[config.mk]
export PLATFORM = sky130hd
export DESIGN_NAME = t07_tft_req_queue
export DESIGN_NICKNAME = d
export VERILOG_FILES = /design/src/rtl/t07_tft_req_queue.sv
export SDC_FILE = /design/constraint.sdc
export NUM_CORES = 1
export LEC_CHECK = 0
export BUFFER_PORTS_ARGS = -buffer_cell sky130_fd_sc_hd__buf_2
export CAP_MARGIN = 20
export CORE_ASPECT_RATIO = 0.6
export CORE_MARGIN = 4
export CORE_UTILIZATION = 30
export DETAILED_ROUTE_END_ITERATION = 8
export GPL_TIMING_DRIVEN = 0
export SLEW_MARGIN = 0
export SYNTH_ARGS = -nofsm -noshare
export SYNTH_HDL_FRONTEND = slang
export SYNTH_SLANG_ARGS = --single-unit
[constraint.sdc]
create_clock -name clk -period 2.5 [get_ports clk]
set_input_delay 0.375 -clock clk [delete_from_list [all_inputs] [get_ports clk]]
set_output_delay 0.375 -clock clk [all_outputs]
set_load 0.02 [all_outputs]
[src/rtl/t07_tft_req_queue.sv]
// Request FIFO in front of the SPI TFT transmitter.
// Buffers (address, data) writes and replays them over the wi/ack handshake.
module t07_tft_req_queue #(
   parameter int DEPTH   = 4,
   parameter int TIMEOUT = 1024
) (
   input  logic        clk,
   input  logic        rst,
   input  logic        wr_en,
   input  logic [31:0] wr_addr,
   input  logic [31:0] wr_data,
   output logic        full,
   output logic        busy,
   output logic        overflow,
   output logic        timeout_err,
   output logic        wi,
   output logic [31:0] address,
   output logic [31:0] data,
   input  logic        ack
);

   localparam int AW = $clog2(DEPTH);
   localparam int WW = $clog2(TIMEOUT);
   localparam logic [AW:0]   FULL_CNT = DEPTH[AW:0];
   localparam logic [WW-1:0] WD_LAST  = WW'(TIMEOUT - 1);

   localparam logic [1:0] S_IDLE = 2'd0;
   localparam logic [1:0] S_SEND = 2'd1;
   localparam logic [1:0] S_GAP  = 2'd2;

   logic [63:0]   mem [DEPTH];
   logic [AW-1:0] head;
   logic [AW-1:0] tail;
   logic [AW:0]   count;
   logic [1:0]    state;
   logic [WW-1:0] wdog;
   logic          push;
   logic          pop;
   logic          expire;

   assign full   = (count == FULL_CNT);
   assign busy   = (count != '0) || (state != S_IDLE);
   assign expire = (wdog == WD_LAST);
   assign push   = wr_en && !full;
   assign pop    = (state == S_SEND) && (ack || expire);

   always_ff @(posedge clk) begin
      if (push) mem[tail] <= {wr_addr, wr_data};
   end

   always_ff @(posedge clk) begin
      if (rst) begin
         head        <= '0;
         tail        <= '0;
         count       <= '0;
         state       <= S_IDLE;
         wdog        <= '0;
         wi          <= 1'b0;
         address     <= '0;
         data        <= '0;
         overflow    <= 1'b0;
         timeout_err <= 1'b0;
      end else begin
         if (push) tail <= tail + 1'b1;
         if (pop)  head <= head + 1'b1;
         case ({push, pop})
            2'b10:   count <= count + 1'b1;
            2'b01:   count <= count - 1'b1;
            default: count <= count;
         endcase
         if (wr_en && full) overflow <= 1'b1;

         case (state)
            S_IDLE: begin
               if (count != '0) begin
                  address <= mem[head][63:32];
                  data    <= mem[head][31:0];
                  wi      <= 1'b1;
                  wdog    <= '0;
                  state   <= S_SEND;
               end
            end
            S_SEND: begin
               if (ack) begin
                  wi    <= 1'b0;
                  state <= S_GAP;
               end else if (expire) begin
                  // watchdog drop: entry is discarded as if acknowledged
                  wi          <= 1'b0;
                  timeout_err <= 1'b1;
                  state       <= S_GAP;
               end else begin
                  wdog <= wdog + 1'b1;
               end
            end
            S_GAP:   state <= S_IDLE;
            default: state <= S_IDLE;
         endcase
      end
   end

endmodule

After elaboration in Yosys (flattened, before gate mapping)
Memory sizes are Yosys's and may differ from the RTL's. A register that Yosys moved wholly into a read port is not among the register bits. Cells that the tools add are included.

Input bits: 68. Memories kept: 1. Memory bits (read-only): 0. Bits in writable memories: 256. Output and inout bits: 69. Flip-flop bits (word level): 22. Latch bits: 0.

Bitwise logic cells: 1. $mul: 0. Multiplexer cells: 15. Equal/unequal tests: 9. Reduce and logical (&&, ||, !) cells: 16. Shift-type cells: 0. Divide/modulo/power cells: 0. Magnitude comparators: 0. Add/subtract/negate cells: 5.

Memories: mem (words 4, width 64, read ports 1, clocked after Yosys merged registers in 1, wr ports 1, line 31) `logic [63:0] mem [DEPTH];`.

Operators by type and width (number): two-way mux 10 bit (3); one-hot mux 10 bit (2 select lines) (1); adder 10 x 1 -> 10 bit (second input constant) (1); == test 10 bit (second input constant) (1); two-way mux 2 bit (3); != test 2 bit (second input constant) (3); one-hot mux 3 bit (2 select lines) (1); AND reduction 3 bit (2); nonzero test 2 bit (3); two-way mux 1 bit (5); adder 2 x 1 -> 2 bit (second input constant) (2); == test 2 x 1 -> 1 bit (second input constant) (2); one-hot mux 2 bit (2 select lines) (1); AND reduction 2 bit (2); AND reduction 4 bit (1); adder 3 x 1 -> 3 bit (second input constant) (1); == test 3 bit (second input constant) (1); logical AND 1 bit (3); != test 3 bit (second input constant) (1); nonzero test 3 bit (1); subtractor 3 x 1 -> 3 bit (second input constant) (1); == test 2 bit (second input constant) (1); zero test 2 bit (1); logical OR 1 bit (2); other kinds (3) (3).

Longest topological paths before layout
Gate-level depths: netlist (run 1).

Word-level depth: 5. Gate-level depth with buffers: 9. Gate-level depth less buffers: 9.

Least setup slack after synthesis (run 1)
Ideal clock, no wire load.

Path kind: reg-to-reg. Start: register count[0]. End: memory mem[1][0], enable pin. Path buffers: 1. Stages on the path, launching flop included: 5. Path slack: -0.372 ns. Setup time: 0.429 ns. Data arrival time: 2.444 ns. Cell sequence: dfxtp_1 > nor3b_1 > nor2b_1 > clkbuf_1 > and2_1.

Word-level cells in the longest chain between the ends: 5.

RTL lines: start: declaration (line 34) `logic [AW:0] count;`; start signal: assignment (line 67) `2'b10: count <= count + 1'b1;`; start signal: assignment (line 68) `2'b01: count <= count - 1'b1;`; start signal: assignment (line 69) `default: count <= count;`; == test 3 bit (line 41) `assign full = (count == FULL_CNT);`; net full (line 12) `output logic full,`; zero test 1 bit (line 44) `assign push = wr_en && !full;`; logical AND 1 bit (line 44); two-way mux 1 bit (line 48) `if (push) mem[tail] <= {wr_addr, wr_data};`; two-way mux 1 bit (implied by the code) (line 48); end: declaration (line 31).

The timed path passes the listed nets, and every way through them passes these cells.

Final worst setup path (run 1)
Start: register wdog[0]. End: register count[2].

Word-level cells in the longest chain between the ends: 5. Elaborated cells on any way between the ends: 7. Classes of those cells: eq/ne: 3; mux: 1; reduce/logical: 3.

RTL lines: start: declaration (line 36) `logic [WW-1:0] wdog;`; start signal: assignment (line 93) `wdog <= wdog + 1'b1;`; == test 10 bit * (line 43) `assign expire = (wdog == WD_LAST);`; logical OR 1 bit * (line 45) `assign pop = (state == S_SEND) && (ack || expire);`; logical AND 1 bit * (line 45); net pop (line 38) `logic pop;`; == test 2 x 1 -> 1 bit / == test 2 bit (equally long branches) (line 66) `case ({push, pop})`; one-hot mux 3 bit (2 select lines) / nonzero test 2 bit (equally long branches).

Mark *: on every way through the listed nets, which the timed path passes. The rest lies on a longest branch. A chain may end at the register's enable or synchronous reset.

==> results of run 1 <==
## per-layer routing
layer  global-route usage (%)  vias up  part of all wire (%)
li1                         -     3185                     -
met1                     17.4     3547                    46
met2                     20.6      157                    47
met3                     3.22       47                   5.4
met4                     2.58        6                   1.4
met5                        0        -                  0.15
## area by class of cell
class / count / area, um2
fill: 3881 / 25700
sequential: 342 / 9410
multi-input combinational: 355 / 2970
clock buffer: 49 / 981
timing repair buffer: 140 / 791
tap: 560 / 701
buffer: 41 / 175
clock inverter: 12 / 120
inverter: 3 / 11.3
## kinds of logic after synthesis
logic type | synth area share [%]
flip-flops | 75.1
AND/OR/NAND/NOR | 6.41
AO/OA/AOI/OAI | 4.13
multiplexers | 11.8
buffers and inverters | 1.47
adder cells (fa/ha/maj) | 0.759
XOR/XNOR | 0.280
## worst register-to-register path, cell delays in order (launching register included)
cell	delay [ps]
dfxtp_1	350
ha_2	230
nand3_4	150
nor3_4	70
o21a_2	250
ha_1	220
fa_1	380
xnor2_1	150
or3_1	310
a21oi_1	140
## per-stage QoR
step / area [um2] / cells / total power [mW] / hold slack (ps) / setup TNS, ps
floorplan: 12500 / 741 / 9.82 / 462 / 0
global placement: 13900 / 1437 / 11.3 / 442 / -132510
detailed placement: 14000 / 1441 / 11.4 / 443 / -483
CTS: 15100 / 1502 / 16.5 / 42.7 / 0
global route: 15200 / 1502 / 17.2 / 46.2 / 0
finish: 15200 / 1502 / 16.2 / 73.8 / 0
## final timing paths
path               startpoint    endpoint  cells after the start
hold reg to reg      data[30]    data[30]                      2
setup / recovery      wdog[0]    count[2]                      9
hold / removal    wr_addr[11]  mem[0][43]                      1
setup reg to reg      wdog[0]    count[2]                      9
## cells in the final DEF (no fill, tap or decap), types with 2 or more instances in the layout
cell type | Yosys | layout
a21oi_1 | 73 | 73
buf_1 | 6 | 6
mux2_2 | 2 | 2
a31oi_1 | 3 | 3
bufinv_16 | 0 | 2
nand4_1 | 2 | 2
o211ai_1 | 2 | 2
a311oi_1 | 2 | 2
and2_4 | 0 | 4
o21ai_0 | 3 | 3
clkinv_2 | 0 | 5
dfxtp_1 | 86 | 86
nand2b_1 | 4 | 4
edfxtp_1 | 256 | 256
clkbuf_1 | 26 | 35
nor4_1 | 2 | 2
clkbuf_2 | 0 | 2
buf_2 | 6 | 142
nand3_1 | 5 | 5
xnor2_1 | 3 | 3
nor2_1 | 11 | 11
buf_16 | 0 | 4
buf_4 | 3 | 3
inv_1 | 3 | 3
ha_1 | 6 | 5
nor2b_1 | 5 | 5
clkbuf_16 | 0 | 37
a211o_1 | 2 | 2
o31a_1 | 2 | 2
nand2_1 | 135 | 135
nor3_1 | 6 | 5
clkinv_4 | 0 | 2
mux4_2 | 64 | 64
mux2i_1 | 2 | 2
and4b_1 | 2 | 2
## where the power goes
| part | switching [mW] | total [mW] | internal (mW) |
|---|---|---|---|
| combinational | 2.59 | 3.91 | 1.33 |
| sequential | 0.307 | 7.23 | 6.92 |
| clock | 2.13 | 5.08 | 2.95 |
## flip-flops by register name, indices dropped and copies added, names as in the netlist
register	count
mem	256
address	32
data	32
wdog	10
count	3
head	2
state	2
tail	2
overflow	1
timeout_err	1
wi	1
==> metrics.yaml, run 1 <==
syn_nets: 816
synth_commonest_cells: "edfxtp_1, nand2_1, dfxtp_1"
start_util_pct: 30.7
fmax_mhz: 427
critical_path_class: "reg -> reg"
globalplace.congestion: 0.749
cts_max_level: 2
rsz0062_at_grt: "no"
dieArea_um2: 45200
core_um2: 40900
postSynthCellCount: 741
p_leak_nw: 5.18
cp_slowest_cell: "fa_1"
cp_data_arrival_time_ps: 2770
start_kind: "register"
cts_hold_buffers: 0
crit_chain: "ha_2 > nand3_4 > nor3_4 > o21a_2 > ha_1 > fa_1 > xnor2_1 > or3_1 > a21oi_1"
hold_viol_final: 0
yosys_warnings: 0
worstMarginPinSlew_ps: 789
dr.pass1.iters: 4
ctsResizeCount: 2
syn_to_final_growth_pct: 21.0
grt.overflow.total: 0
status: "finished clean"
syn_area_um2: 12500
die_x_um: 272
async_reset_ff_share_pct: 0
period_minus_slack_ps: 2340
numCtsBuffers: 34
grt_use_total_pct: 12.7
die_y_um: 166
clkLatencyLatePin_ps: 510
drcViolationCount: 0
grt_pass1_vias: 7297
cp_max_fo: 7
seq_area_frac_synth_pct: 75.1
critPathBufInv: 0
yosysMostFrequentCell: "edfxtp_1"
slew_viol_final: 0
setup_viol: 0
ys.flop_type: "edfxtp_1"
dpl.hpwl_mm: 18.4
ff2ff_setup_slack_ps: 160
avgSynthCellArea_um2: 16.9
relSlewSlack_pct: 47.4
cts.sinks: 342
ys_ff_latch: 342
clk_path_buf_depth: 3
final_nets: 992
cp.required_ps: 2930
place_ws_ps: -83.2
cts_tree: "yes"
final_util_pct: 37.1
synth_enable_flop_cells: 256
drt-initial-drc-count: 380
rows: 57
portBuffers: 136
routed_wl_mm: 28.6
grt_pass1_wl_mm: 43.9
via_per_inst: 4.62
clock-skew-final_ps: 13.5
ys_types: 44
cts_root_buf: "clkbuf_16"
io_pins: 137
synth_top_area_share_pct: 61.4
hold_path_class: "in -> reg"
diodes: 0
ant_nets: 0
layout-drive-gt1-share_pct: 29.4
max_stage_delay_ps: 380
crit_path_end_kind: "register"
num_vias: 6942
final.period_utilization_pct: 93.6
drv_cap: 0
grt_max_degree: 51
synth.top_cells.by_area: "edfxtp_1, dfxtp_1, mux4_2"
powerDensity_nw_per_um2: 1070
wl_per_cell_um: 19.0
critPathTopFamily: "adder cells"
cts_setup_buffers: 0
fin_ws_ps: 159
vdd_drop_max_v: 0.000537
antenna_found_initial: 4
synth_largest_area_cell: "edfxtp_1"
path_clk_slew_ps: 60
Note: power is estimated with default switching activity, not from simulation.
==> inputs of run 2 (changes only) <==
Settings changed: SETUP_SLACK_MARGIN from default to 0.4.
==> run 2 against run 1 <==
  * Utilization grew 0.28 points
  * Flip-flop and latch count is the same
  * Cell count grew 0.20%
  * Sequential share of layout area shrank 0.41 points
  * Largest power group unchanged
==> metrics.yaml, run 2 (same netlist as run 1, synthesis figures left out) <==
status: "finished clean"
p_switching_mw: 5.06  # +0.73%
powerDensity_nw_per_um2: 1070  # -0.22%
clkLatencyLatePin_ps: 520  # about the same
hold_path_depth: 1  # unchanged
holdCritStartpoint: "wr_addr[8]"
rows: 57  # unchanged
crit_path_end_kind: "register"
r2r-end: "count[2]"
largest_register_ffs: 256  # unchanged
globalplace.congestion: 0.772  # +3.1%
p_seq_share_pct: 44.5  # about the same
cts_max_level: 2  # unchanged
fin_hold_ws_ps: 70.9  # -2.82 ps
p_comb_share_pct: 24.5  # +0.4 points
layout-drive-gt1-share_pct: 32.9  # +3.5 points
slew_viol_final: 0  # unchanged
num_vias: 6909  # -0.48%
hold_viol_final: 0  # unchanged
hold_path_class: "in -> reg"
grt.overflow.total: 0  # unchanged
vdd_drop_max_v: 0.000426  # -21%
p_clk_share_pct: 31.0  # -0.3 points
grt_max_degree: 51  # unchanged
die_y_um: 166  # unchanged
portBuffers: 136  # unchanged
critical_path_class: "reg -> reg"
antenna_found_initial: 8  # +4
via_per_inst: 4.59  # -0.67%
dieArea_um2: 45200  # unchanged
r2r-start: "wdog[0]"
finalPower_mw: 16.3  # +0.53%
worstMarginPinSlew_ps: 762  # -26.5 ps
grt_use_total_pct: 12.9  # +0.26 points
start_kind: "register"
numCtsBuffers: 34  # unchanged
p_sw_share_pct: 31.0  # +0.062 points
path_clk_slew_ps: 60  # about the same
cp_max_fo: 5  # -2
final_nets: 996  # +0.40%
clock-skew-final_ps: 15.5  # +1.99 ps
ant_nets: 0  # unchanged
cp_slowest_cell: "dfxtp_4"
power.internal_mw: 11.2  # +0.44%
place_ws_ps: -87.9  # -4.66 ps
grt_pass1_wl_mm: 44.8  # +2.0%
setup_viol: 0  # unchanged
relSlewSlack_pct: 49.2  # +1.8 points
diodes: 0  # unchanged
period_minus_slack_ps: 2050  # -288 ps
final_cell_mix: "edfxtp_1, buf_2, nand2_1, dfxtp_1, a21oi_1"
die_x_um: 272  # unchanged
drcViolationCount: 0  # unchanged
clk_path_buf_depth: 3  # unchanged
grt_pass1_vias: 7199  # -1.3%
cts_root_buf: "clkbuf_16"
fin_ws_ps: 447  # +288 ps
cp.required_ps: 2940  # about the same
drt-initial-drc-count: 483  # +27%
p_leak_nw: 5.26  # +1.6%
final.period_utilization_pct: 82.1  # -12 points
dpl.hpwl_mm: 18.6  # +0.74%
crit_top_cell: "ha_4"
dr.pass1.iters: 5  # +1
wl_per_cell_um: 19.3  # +1.3%
max_stage_delay_ps: 360  # -20 ps
rsz0062_at_grt: "yes"
routed_wl_mm: 29.0  # +1.5%
largestRegisters: "mem x256, address x32, data x32"
io_pins: 137  # unchanged
hold-path-endpoint: "mem[3][40]"
cts_tree: "yes"
crit_chain: "ha_4 > nand3_4 > nor3_4 > o21a_4 > ha_4 > fa_2 > xnor2_1 > or3_1 > a21oi_1"
drv_cap: 0  # unchanged
core_um2: 40900  # unchanged
regMostFlops: "mem"
final_common_cell: "edfxtp_1"
start_util_pct: 30.7  # unchanged
syn_to_final_growth_pct: 21.9
setup_tns_ps: 0  # unchanged
fmax_mhz: 487  # +14%
ff2ff_setup_slack_ps: 450  # +290 ps
reg2regPathDepth: 9  # unchanged
cts.sinks: 342  # unchanged
cp_data_arrival_time_ps: 2500  # -270 ps
## run 2: cell count changes in the layout (fill, tap and decap cells not counted), sizes merged
cell and delta:
clkbuf -3, clkinv +3, clkinvlp +3, clkdlybuf4s15 +1
inv -1
## run 2: worst max-delay path: cells and delay by family (launching register included)
family,cells,cell delay (ps)
AND/OR/NAND/NOR,3,480
adder cells (fa/ha/maj),3,660
flip-flops,1,360
XOR/XNOR,1,140
AO/OA/AOI/OAI,2,350
## run 2: area by class of cell
type                       instances  area, um2
buffer                            41        214
clock buffer                      43        958
clock inverter                    17        141
fill                            3855      25600
inverter                           3       11.3
multi-input combinational        355       3010
sequential                       342       9420
tap                              560        701
timing repair buffer             144        821
## run 2: timing repair
item	in CTS	in global routing
pin swaps	3	2
resized for setup	22	26
setup buffers	2	2
setup endpoints to repair	227	62
hold buffers	0	0
## run 2: worst max-delay path by stage
stage	cells after the start	startpoint	endpoint	slack (ps)
6_report	9	wdog[0]	count[2]	450
5_1_grt	9	wdog[0]	count[2]	360
4_1_cts	6	count[0]	data[30]	400
3_5_place_dp	5	rst	data[7]	-90
3_3_place_gp	4	count[0]	mem[3][31]	-580
2_1_floorplan	4	count[0]	mem[0][0]	360
## run 2: metrics by stage
stage | utilization, % | std cells | cell area [um2]
finish | 37.4 | 1505 | 15300
global route | 37.4 | 1505 | 15300
CTS | 37.3 | 1503 | 15200
detailed placement | 34.4 | 1441 | 14100
global placement | 34.1 | 1437 | 13900
floorplan | - | 741 | 12600
## run 2: power by group through the flow
stage          clock [mW]  sequential (mW)  combinational, mW
2_1_floorplan           0             7.85               1.98
3_3_place_gp            0             7.37               3.96
3_5_place_dp            0             7.38               4.03
4_1_cts              5.22             7.27               4.07
5_1_grt              5.50             7.35               4.43
6_report             5.05             7.26               4.00
## run 2: routing by layer
| metal | routed length [um] | track usage (%) | vias to the layer above | part of all wire, % |
|---|---|---|---|---|
| met2 | 13700 | 20.7 | 165 | 47 |
| met3 | 1870 | 3.87 | 51 | 6.4 |
| met5 | 54 | 0 | - | 0.19 |
| li1 | - | - | 3193 | - |
| met1 | 13000 | 17.6 | 3492 | 45 |
| met4 | 455 | 2.60 | 8 | 1.6 |
==> inputs of run 3 (changes only) <==
Clock period 2.5 ns to 1.8 ns, I/O delays scaled along.
==> run 3 against run 2 <==
  * The flow now finishes with violations (setup timing)
  * Combinational power increased by 90%
  * Fmax increased by 0.92%
  * Critical path depth stayed put
  * Flip-flop and latch count is the same
  * Utilization increased by 5.6 points
  * First-iteration DRC count up 16%
  * Clock power rose by 47%
==> metrics.yaml, run 3 (same netlist as run 1, synthesis figures left out) <==
routed_wl_mm: 34.6  # +19%
dpl.hpwl_mm: 18.1  # -2.4%
cts_tree: "yes"
num_vias: 7688  # +11%
via_per_inst: 4.63  # +0.88%
reg2regPathDepth: 9  # unchanged
path_clk_slew_ps: 60  # about the same
place_ws_ps: -618  # -531 ps
powerDensity_nw_per_um2: 1430  # +34%
drcViolationCount: 0  # unchanged
final_nets: 1149  # +15%
r2r-start: "wdog[1]"
grt_use_total_pct: 14.9  # +1.9 points
grt_max_degree: 33  # -35%
start_util_pct: 30.7  # unchanged
core_um2: 40900  # unchanged
crit_chain: "ha_4 > nand3_4 > nor3_4 > o21a_4 > ha_4 > fa_2 > xnor2_1 > or3_1 > a21oi_1"
cts.sinks: 342  # unchanged
die_x_um: 272  # unchanged
start_kind: "register"
rows: 57  # unchanged
worstMarginPinSlew_ps: 676  # -86.5 ps
p_clk_share_pct: 29.5  # -1.5 points
p_comb_share_pct: 30.3  # +5.8 points
clock-skew-final_ps: 23.3  # +7.72 ps
antenna_found_initial: 1  # -7
cts_root_buf: "clkbuf_16"
cp_slowest_cell: "dfxtp_4"
clk_path_buf_depth: 3  # unchanged
max_stage_delay_ps: 350  # about the same
final_common_cell: "edfxtp_1"
hold-path-endpoint: "wdog[7]"
drt-initial-drc-count: 558  # +16%
regMostFlops: "mem"
layout-drive-gt1-share_pct: 41.0  # +8.1 points
fmax_mhz: 492  # +0.92%
critical_path_class: "reg -> reg"
r2r-end: "count[2]"
setup_viol: 88  # +88
fin_ws_ps: -234  # -681 ps
setup_tns_ps: -1260  # -1260 ps
hold_path_class: "in -> reg"
diodes: 0  # unchanged
power.internal_mw: 17.3  # +54%
crit_top_cell: "ha_4"
p_switching_mw: 7.81  # +55%
hold_path_depth: 3  # +2
io_pins: 137  # unchanged
cp_max_fo: 3  # -2
p_sw_share_pct: 31.1  # +0.093 points
cts_max_level: 2  # unchanged
portBuffers: 136  # unchanged
vdd_drop_max_v: 0.000721  # +69%
largest_register_ffs: 256  # unchanged
rsz0062_at_grt: "yes"
holdCritStartpoint: "rst"
wl_per_cell_um: 20.9  # +8.3%
violations: "setup timing"
final_cell_mix: "edfxtp_1, buf_2, nand2_1, dfxtp_1, dlygate4sd3_1"
p_leak_nw: 6.27  # +19%
period_minus_slack_ps: 2030  # -18.7 ps
cp.required_ps: 2250  # -690 ps
status: "finished, violations left"
largestRegisters: "mem x256, address x32, data x32"
grt_pass1_vias: 7992  # +11%
globalplace.congestion: 0.729  # -5.6%
grt.overflow.total: 0  # unchanged
syn_to_final_growth_pct: 40.2
relSlewSlack_pct: 55.0  # +5.8 points
crit_path_end_kind: "register"
dr.pass1.iters: 4  # -1
dieArea_um2: 45200  # unchanged
ff2ff_setup_slack_ps: -230  # -680 ps
ant_nets: 0  # unchanged
slew_viol_final: 0  # unchanged
drv_cap: 0  # unchanged
final.period_utilization_pct: 113  # +31 points
grt_pass1_wl_mm: 50.4  # +12%
hold_viol_final: 0  # unchanged
die_y_um: 166  # unchanged
p_seq_share_pct: 40.1  # -4.4 points
cp_data_arrival_time_ps: 2490  # about the same
clkLatencyLatePin_ps: 540  # +20 ps
numCtsBuffers: 35  # +2.9%
==> run 3: changes by cell type in the layout (fill, tap and decap cells not counted), sizes merged <==
cell	before	now
bufinv	2	3
clkinv	11	9
buf	155	234
inv	3	5
dlygate4sd3	0	65
clkinvlp	4	1
bufbuf	0	1
and2	4	16
clkbuf	72	73
clkdlybuf4s15	1	0
==> run 3: worst max-delay path by stage <==
stage	end	cells after the start	slack, ps	startpoint
2_1_floorplan	count[2]	9	-230	wdog[1]
3_3_place_gp	address[2]	6	-560	count[1]
3_5_place_dp	address[9]	6	-620	count[1]
4_1_cts	count[2]	9	-220	wdog[0]
5_1_grt	count[2]	9	-290	wdog[1]
6_report	count[2]	9	-230	wdog[1]
==> run 3: per-layer routing <==
layer  share of wire, %  vias up  GRT usage, %
met4                1.7        2          3.25
met2                 46      184          24.0
met5              0.020        -             0
met1                 47     3937          20.8
li1                   -     3513             -
met3                5.2       52          3.34
==> run 3: worst max-delay path, delay by kind of cell, from the launching register on <==
family                     cells  cell delay [ps]
adders and majority gates      3              680
and+or+nand+nor                3              460
DFF                            1              350
AOI/OAI and AO/OA              2              340
xor gates and xnor gates       1              130
==> run 3: metrics by stage <==
step           hold slack (ps)  instances  instance area [um2]  util, %  total power, mW
2_1_floorplan              369        741                12700        -             13.8
3_3_place_gp               439       1437                14100     34.4             15.8
3_5_place_dp               441       1437                14100     34.4             16.0
4_1_cts                    163       1628                17100     41.8             25.0
5_1_grt                    186       1660                17600     43.0             26.4
6_report                   190       1660                17600     43.0             25.1
==> run 3: power groups by stage <==
stage               registers (mW)  logic, mW  clock network (mW)
floorplan                     10.9       2.91                   0
detailed placement            10.2       5.71                   0
global placement              10.2       5.64                   0
global route                  10.2       8.25                7.99
CTS                           10.1       7.27                7.64
finish                        10.1       7.61                7.42
==> run 3: area by class of cell <==
class,instances,area (um2)
Buffer,41,444
Clock buffer,48,986
Clock inverter,15,176
Fill cell,3688,23300
Inverter,3,11.3
Multi-Input combinational cell,367,3260
Sequential cell,342,9440
Tap cell,560,701
Timing Repair Buffer,284,2550
==> run 3: repair_timing <==
item                                    CTS  global route
pin swaps                                61            16
resized for setup                       113            36
buffers inserted                         47            28
hold endpoints to repair                257             0
endpoints found under the setup margin  344           345
gates cloned                             16             4
hold buffers                             65             0
